`config.mk`:
```
export PLATFORM = sky130hd
export DESIGN_NAME = prisoners_vault_flat
export DESIGN_NICKNAME = d
export VERILOG_FILES = /design/src/rtl/prisoners_vault_if.sv /design/src/rtl/prisoners_vault.sv /design/src/flat_wrapper.sv
export SDC_FILE = /design/constraint.sdc
export NUM_CORES = 1
export LEC_CHECK = 0
export ABC_AREA = 1
export CAP_MARGIN = 20
export CORE_ASPECT_RATIO = 1.4
export CORE_UTILIZATION = 54
export CTS_CLUSTER_DIAMETER = 30
export DETAILED_ROUTE_END_ITERATION = 10
export PLACE_DENSITY_LB_ADDON = 0.08
export SYNTH_ARGS = -nofsm -noshare
export SYNTH_HDL_FRONTEND = slang
export SYNTH_SLANG_ARGS = --single-unit
```
`constraint.sdc`:
```
create_clock -name clk -period 4.9 [get_ports clk]
set_clock_uncertainty 0.2 [all_clocks]
set_input_delay 0.98 -clock clk [delete_from_list [all_inputs] [get_ports clk]]
set_output_delay 0.98 -clock clk [all_outputs]
set_load 0.005 [all_outputs]
```
`src/rtl/prisoners_vault_if.sv`:
```
// prisoners_vault_if: request/response bundle between a vault client and the prisoners_vault core.
interface prisoners_vault_if #(
  parameter int DATA_W    = 8,
  parameter int SLOTS     = 4,
  parameter int MAX_TRIES = 3
);
  logic [DATA_W-1:0]                  input_data;
  logic [$clog2(SLOTS)-1:0]           slot_sel;
  logic [31:0]                        guard_key;
  logic                               load;
  logic                               compare;
  logic                               clear;
  logic                               busy;
  logic                               result_valid;
  logic                               match;
  logic [SLOTS-1:0]                   found;
  logic [$clog2(MAX_TRIES+1)-1:0]     tries_left;
  logic                               locked;
  logic                               fail;
  logic                               key_err;
  modport master (
    output input_data, slot_sel, guard_key, load, compare, clear,
    input  busy, result_valid, match, found, tries_left, locked, fail, key_err
  );
  modport slave (
    input  input_data, slot_sel, guard_key, load, compare, clear,
    output busy, result_valid, match, found, tries_left, locked, fail, key_err
  );
endinterface

```
`src/rtl/prisoners_vault.sv`:
```
// prisoners_vault: keyed secret store with guess comparison, try counting and timed lockout.
module prisoners_vault #(
  parameter int          DATA_W      = 8,
  parameter int          SLOTS       = 4,
  parameter logic [31:0] GUARD_KEY   = 32'hCAFEFACE,
  parameter int          MAX_TRIES   = 3,
  parameter int          LOCK_CYCLES = 16
) (
  input logic clk,
  input logic rst,
  prisoners_vault_if.slave bus
);
  localparam int SW = $clog2(SLOTS);
  localparam int SD = 1 << SW;
  localparam int TW = $clog2(MAX_TRIES + 1);
  localparam int CW = $clog2(LOCK_CYCLES + 1);
  localparam logic [TW-1:0] TRIES_MAX = TW'(MAX_TRIES);
  localparam logic [CW-1:0] LOCK_MAX = CW'(LOCK_CYCLES);
  typedef enum logic [1:0] {IDLE, EVAL, LOCKOUT} state_t;
  state_t state, state_n;
  logic [DATA_W-1:0] mem [SD];
  logic [SD-1:0] valid, found, ok;
  logic [TW-1:0] tries;
  logic [CW-1:0] lock_cnt;
  logic match_q, fail, key_err;
  logic key_ok, kclr, in_range, hit_now, take, wr;
  always_comb begin
    for (int i = 0; i < SD; i++) ok[i] = i < SLOTS;
    key_ok = bus.guard_key == GUARD_KEY;
    kclr = bus.clear && key_ok;
    in_range = ok[bus.slot_sel];
    hit_now = in_range && valid[bus.slot_sel] && mem[bus.slot_sel] == bus.input_data;
    // A compare may also be accepted in EVAL so results can stream back to back
    take = bus.compare && !kclr && (state == IDLE || (state == EVAL && tries != '0));
    wr = state == IDLE && bus.load && key_ok && !kclr && !bus.compare && in_range;
    state_n = kclr ? IDLE :
              state == IDLE ? (take ? EVAL : IDLE) :
              state == EVAL ? (tries == '0 ? LOCKOUT : take ? EVAL : IDLE) :
              (lock_cnt <= CW'(1) ? IDLE : LOCKOUT);
  end
  always_ff @(posedge clk)
    if (rst) state <= IDLE;
    else state <= state_n;
  always_ff @(posedge clk) begin
    if (rst) begin
      for (int i = 0; i < SD; i++) mem[i] <= '0;
      valid <= '0;
      found <= '0;
      fail <= 1'b0;
      tries <= TRIES_MAX;
      lock_cnt <= '0;
      match_q <= 1'b0;
      key_err <= 1'b0;
    end else begin
      key_err <= (bus.load || bus.clear) && !key_ok;
      if (kclr) begin
        for (int i = 0; i < SD; i++) mem[i] <= '0;
        valid <= '0;
        found <= '0;
        fail <= 1'b0;
        tries <= TRIES_MAX;
        lock_cnt <= '0;
      end else begin
        if (take) begin
          match_q <= hit_now;
          if (hit_now) begin
            found[bus.slot_sel] <= 1'b1;
            tries <= TRIES_MAX;
          end else if (tries != '0) tries <= tries - TW'(1);
        end
        if (wr) begin
          mem[bus.slot_sel] <= bus.input_data;
          valid[bus.slot_sel] <= 1'b1;
          found[bus.slot_sel] <= 1'b0;
        end
        if (state == EVAL && tries == '0) begin
          fail <= 1'b1;
          lock_cnt <= LOCK_MAX;
        end
        if (state == LOCKOUT) begin
          if (lock_cnt != '0) lock_cnt <= lock_cnt - CW'(1);
          if (lock_cnt <= CW'(1)) tries <= TRIES_MAX;
        end
      end
    end
  end
  // The result is withdrawn if reset or a keyed clear lands on the EVAL cycle
  assign bus.result_valid = state == EVAL && !rst && !kclr;
  assign bus.match = bus.result_valid && match_q;
  assign bus.busy = state != IDLE;
  assign bus.locked = state == LOCKOUT;
  assign bus.found = found[SLOTS-1:0];
  assign bus.tries_left = tries;
  assign bus.fail = fail;
  assign bus.key_err = key_err;
endmodule
```
`src/flat_wrapper.sv`:
```
// flat-port wrapper written by rule: the top's interface ports become plain ports
module prisoners_vault_flat 
#(
  parameter int          DATA_W      = 8,
  parameter int          SLOTS       = 4,
  parameter logic [31:0] GUARD_KEY   = 32'hCAFEFACE,
  parameter int          MAX_TRIES   = 3,
  parameter int          LOCK_CYCLES = 16
)
  (clk, rst, bus_input_data, bus_slot_sel, bus_guard_key, bus_load, bus_compare, bus_clear, bus_busy, bus_result_valid, bus_match, bus_found, bus_tries_left, bus_locked, bus_fail, bus_key_err);
  prisoners_vault_if #(.DATA_W(DATA_W), .SLOTS(SLOTS), .MAX_TRIES(MAX_TRIES)) bus_i ();
  input logic clk;
  input logic rst;
  input wire logic [$bits(bus_i.input_data)-1:0] bus_input_data;
  input wire logic [$bits(bus_i.slot_sel)-1:0] bus_slot_sel;
  input wire logic [$bits(bus_i.guard_key)-1:0] bus_guard_key;
  input wire logic [$bits(bus_i.load)-1:0] bus_load;
  input wire logic [$bits(bus_i.compare)-1:0] bus_compare;
  input wire logic [$bits(bus_i.clear)-1:0] bus_clear;
  output wire logic [$bits(bus_i.busy)-1:0] bus_busy;
  output wire logic [$bits(bus_i.result_valid)-1:0] bus_result_valid;
  output wire logic [$bits(bus_i.match)-1:0] bus_match;
  output wire logic [$bits(bus_i.found)-1:0] bus_found;
  output wire logic [$bits(bus_i.tries_left)-1:0] bus_tries_left;
  output wire logic [$bits(bus_i.locked)-1:0] bus_locked;
  output wire logic [$bits(bus_i.fail)-1:0] bus_fail;
  output wire logic [$bits(bus_i.key_err)-1:0] bus_key_err;
  assign bus_i.input_data = bus_input_data;
  assign bus_i.slot_sel = bus_slot_sel;
  assign bus_i.guard_key = bus_guard_key;
  assign bus_i.load = bus_load;
  assign bus_i.compare = bus_compare;
  assign bus_i.clear = bus_clear;
  assign bus_busy = bus_i.busy;
  assign bus_result_valid = bus_i.result_valid;
  assign bus_match = bus_i.match;
  assign bus_found = bus_i.found;
  assign bus_tries_left = bus_i.tries_left;
  assign bus_locked = bus_i.locked;
  assign bus_fail = bus_i.fail;
  assign bus_key_err = bus_i.key_err;
  prisoners_vault #(.DATA_W(DATA_W), .SLOTS(SLOTS), .GUARD_KEY(GUARD_KEY), .MAX_TRIES(MAX_TRIES), .LOCK_CYCLES(LOCK_CYCLES)) u_core (.clk(clk), .rst(rst), .bus(bus_i));
endmodule
```
======== Word level (Yosys, flattened, before mapping) ========
Memories as Yosys holds them, arrays and structs flattened.
Cells that the tools add are included.
storage, ports and cells
  word-level logic and storage cells ...... 98
  latch bits .............................. 0
  bits in writable memories ............... 32
  output and inout port bits .............. 12
  memory bits (read-only) ................. 0
  input port bits ......................... 47
  memories kept ........................... 1
  register bits after elaboration ......... 20
operators by class
  shift-type cells ........................ 0
  bitwise operators ....................... 9
  reductions and logical operators ........ 31
  mux-type cells .......................... 40
  eq/ne operators ......................... 4
  divide/modulo/power cells ............... 0
  $add $sub $neg .......................... 2
  $lt $le $gt $ge ......................... 3
  multipliers ............................. 0
memory list
  name        words  bits a word  read ports  clocked after memory_dff  write ports  line                   RTL
  u_core.mem  4      8            1           0                         4            prisoners_vault.sv:21  logic [DATA_W-1:0] mem [SD];
operators with widths
  operator                                                                          number
  8-bit two-way mux                                                                 5
  32-bit equality test, second input constant                                       1
  2-bit two-way mux                                                                 10
  4-bit two-way mux                                                                 5
  1-bit logical AND                                                                 17
  5-bit two-way mux                                                                 3
  1-bit two-way mux                                                                 14
  8-bit equality test                                                               1
  4-bit OR                                                                          2
  8-bit OR reduction                                                                1
  5-bit by 1-bit less-or-equal comparator with 1-bit output, second input constant  1
  5-bit nonzero test                                                                1
  5-bit by 1-bit subtractor with 5-bit output, second input constant                1
  4-bit bitwise AND                                                                 1
  1-bit binary-select mux with 2-bit select                                         2
  1-bit zero test                                                                   4
  2-bit zero test                                                                   2
  4-bit inverter                                                                    1
  1-bit OR                                                                          4
  2-bit nonzero test                                                                2
  2-bit by 3-bit less-than comparator with 1-bit output, second input constant      1
  1-bit demux with 2-bit select                                                     1
  2-bit by 1-bit equality test with 1-bit output, second input constant             1
  2-bit equality test, second input constant                                        1
  6 further kinds                                                                   7

======== Longest topological paths before layout ========
  depth in word-level cells ............... 12
  mapped depth ............................ 14
  depth with buffers taken out ............ 12

======== Least setup slack after synthesis ========
Ideal clock, no wire load.
  path type ............................... input to output
  from .................................... in bus_guard_key[29]
  to ...................................... out bus_match
  stages on the path ...................... 9
  arrival ................................. 1.786 ns
  slack ................................... 1.934 ns
  data required time ...................... 3.720 ns
  buffers on the path ..................... 0
  cell sequence ........................... nor2_1 > nor2b_1 > nand2_1 > nor2_1 > nand3_1 > nand2_1 > inv_1 > nand2_1 > nor2_1
on the way
  word-level cells in the longest chain between the ends .. 5
ends and longest elaborated chain
  what                  line                   RTL
  start, declared       flat_wrapper.sv:16     input wire logic [$bits(bus_i.guard_key)-1:0] bus_guard_key;
  32-bit equality test  prisoners_vault.sv:29  key_ok = bus.guard_key == GUARD_KEY;
  1-bit logical AND     prisoners_vault.sv:30  kclr = bus.clear && key_ok;
  1-bit zero test       prisoners_vault.sv:88  assign bus.result_valid = state == EVAL && !rst && !kclr;
  1-bit logical AND     prisoners_vault.sv:88
  1-bit logical AND     prisoners_vault.sv:89  assign bus.match = bus.result_valid && match_q;
  end, declared         flat_wrapper.sv:22     output wire logic [$bits(bus_i.match)-1:0] bus_match;
Every way passes these cells.

======== Worst setup path after layout ========
  from .................................... in bus_guard_key[20]
  to ...................................... out bus_result_valid
on the way
  word-level cells in the longest chain between the ends .. 4
ends and longest elaborated chain
  what                  line                   RTL
  32-bit equality test  prisoners_vault.sv:29
  1-bit logical AND     prisoners_vault.sv:30
  1-bit zero test       prisoners_vault.sv:88
  1-bit logical AND     prisoners_vault.sv:88
  end, declared         flat_wrapper.sv:21     output wire logic [$bits(bus_i.result_valid)-1:0] bus_result_valid;
Every way passes these cells.

==> results.md <==
- Reg2reg setup slack: ~2.9 ns
- CTS sink count: 52
- PostCTS Resize Cnt: 0
- Final setup viols: 0
- Post-synth top area cell: edfxtp_1
- Pwr dens: 248.8 nW/um^2
- Total CTS buffers: 5
- P_leak: 1.509 nW
- Initial Util: between 50% and 60%
- H-tree Lvls: 2
- Area share of the largest cell type after synthesis: roughly 36%
- CTS Hold Bufs: 0
- Placed insts: ~470
- Post-DP HPWL: 4452 um
- Non-filler cells, final: 479
- Layout area overhead: 26.39%
- Die area: 5250 um^2
- Max-cap violations: 0
- Worst r2r src: u_core.state[1]
- Post-Route WL: 5967 um
- Post-CTS Setup Repair Bufs: 0
- GR Overflow Total: 0
- Die X-Extent: about 62 um
- Post-synth ARST share: 0%
- Iter 0 DRT Violations: 99
- Final nets: 463
- Setup WS pre-CTS: 0.7600 ns
- Reg area: 1361 um^2
- Top FF cell, synth: edfxtp_1
- Final period utilization: 84.05%
- Row Count: 30
- Layout cell share with drive strength beyond 1: roughly 4.8%
- Commonest cells post-synth: nand2_1, nor2_1, inv_1, edfxtp_1, nand3_1
- RePlAce Congestion: 0.8471
- Mapped Area: about 2700 um^2
- Worst-Margin Slew: a little under 0.9 ns
- Worst Hold End: u_core.valid[1]
- FF-to-FF End: u_core.mem[3][7]
- Gr usage total: 25.28%
- First-pass GRT wire length: around 9700 um
- Outcome: completed
- Post-route setup slack: 0.7813 ns
- Layout fillers: roughly 440
- CP Data Arrival Time: 2.94 ns
- Post-synthesis cell count: 354
- Final instance area: 3386 um^2
- Clk pin slew, worst setup/hold paths: about 0.090 ns
- Multi-input gate area: 1104 um^2
- Reg2Reg Depth: 6
- Vias after detailed routing: between 2000 and 2500
- WL per Instance: 12.46 um
- Placement Cell Area: 3291 um^2
- Synth cell types: 27
- Initial antenna violation count: 0
- Worst vdd ir: 0.1667 mV
- Clk_lat worst skew: 0.31 ns
- Root buffer cell: clkbuf_8
- Vias in the first global route: 2332
- Die Y: 85.34 um
- DRC: 0
- WP data required: between 3 and 4 ns
- HP Start: u_core.valid[1]
- Setup crit start: bus_guard_key[20]
- Count of final hold-check violations: 0
- Worst min path class: flop to flop
- ANT nets after route: 0
- CTS tree: yes
- Post-layout min period: just over 4 ns
- Fmax: ~240 MHz
- Final Core Density: a little over two thirds
- Most common cell in the synthesized netlist: nand2_1
- I/O Pins: a little under 60
- Vias per cell: 5.019
- CTS max path bufs: 2
- Worst Setup Path Type: input pin to output port
- CP Max Fanout: 13
- Max transition margin: between 40% and 50%
- Syn_area_per_cell: 7.567 um^2
- Synth Warn #: 0
- Synth top area cells: edfxtp_1, nand2_1, dfxtp_1
- Post-synth EDFFs: 32
- Seq/Total Area, Yosys: 50.82%
- Synth Register Bits: 52
- Core area: 4805 um^2
- Total negative slack: 0 ns
- RSZ-0062 raised after global routing: no
- Port Buffers: 58
- Hold_ws: roughly 0.26 ns
- Syn_nets: ~400
- Worst setup SP type: input pin
- Critical Path End Type: output port
- Total Power: 0.8424 mW
- Pre-antenna DRT Iters: 4
- Ant diodes: 0
- Slew Limit Fails: 0
- Largest net degree at the start of global routing: 20
- Worst hold stages: 2
where the power goes:
group	switching (mW)	total, mW	leakage (nW)	internal, mW
registers	0.00450	0.479	0.491	0.474
clock network	0.140	0.255	0.0484	0.116
logic	0.0545	0.108	0.970	0.0539
routing by layer:
layer	part of all wire [%]	global-route usage, %	vias to the layer above	wire length [um]
met2	57	48.78	54	3404
met3	3.0	4.116	9	178
met5	0	0	-	0
li1	-	-	1229	-
met4	1.7	9.495	0	101
met1	38	25.22	1112	2283
registers in the layout, summed over array words and instances (netlist names):
signal and count:
u_core.bus.fail 1, u_core.bus.found 4, u_core.bus.key_err 1, u_core.bus.tries_left 2, u_core.lock_cnt 5, u_core.match_q 1, u_core.mem 32, u_core.state 2
u_core.valid 4
layout by cell type (no fill, tap or decap), drive strengths merged:
master	instances
nor2	75
edfxtp	32
nand3	22
nand4	3
o211a	1
nor4	1
xor2	2
ha	2
clkdlybuf4s50	58
nor2b	1
dfxtp	20
buf	1
nor3	2
and3	1
clkinv	1
inv	40
a32oi	1
nand2	127
clkbuf	7
o21ai	4
a21oi	14
layout make-up:
class | count | area share, %
Inverter | 40 | 4.656
Clock buffer | 7 | 2.550
Clock inverter | 1 | 0.2587
Sequential cell | 52 | 40.21
Tap cell | 64 | 2.365
Timing Repair Buffer | 59 | 17.37
Multi-Input combinational cell | 256 | 32.59
worst max-delay path, cell delays in order:
cell,delay [ns]
clkdlybuf4s50_1,0.46
nand2_1,0.06
nor2_1,0.11
nand2_1,0.06
nor2_1,0.18
nand3_1,0.14
nand2_1,0.08
buf_4,0.18
inv_1,0.12
nand2_1,0.10
inv_1,0.04
clkdlybuf4s50_1,0.43
cells by family after synthesis:
group | Yosys count | synth area share (%)
AOI/OAI and AO/OA | 20 | 4.764
xor gates and xnor gates | 2 | 0.6540
adders and majority gates | 2 | 0.9340
buffers and inverters | 46 | 7.987
DFF | 52 | 50.82
and+or+nand+nor | 232 | 34.84
worst max path at each step:
stage | end | slack (ns)
floorplan | bus_match | 1.93
global placement | bus_match | 0.80
detailed placement | bus_result_valid | 0.76
CTS | bus_result_valid | 0.74
global route | bus_result_valid | 0.54
finish | bus_result_valid | 0.78
(Power assumes the default switching activity.)
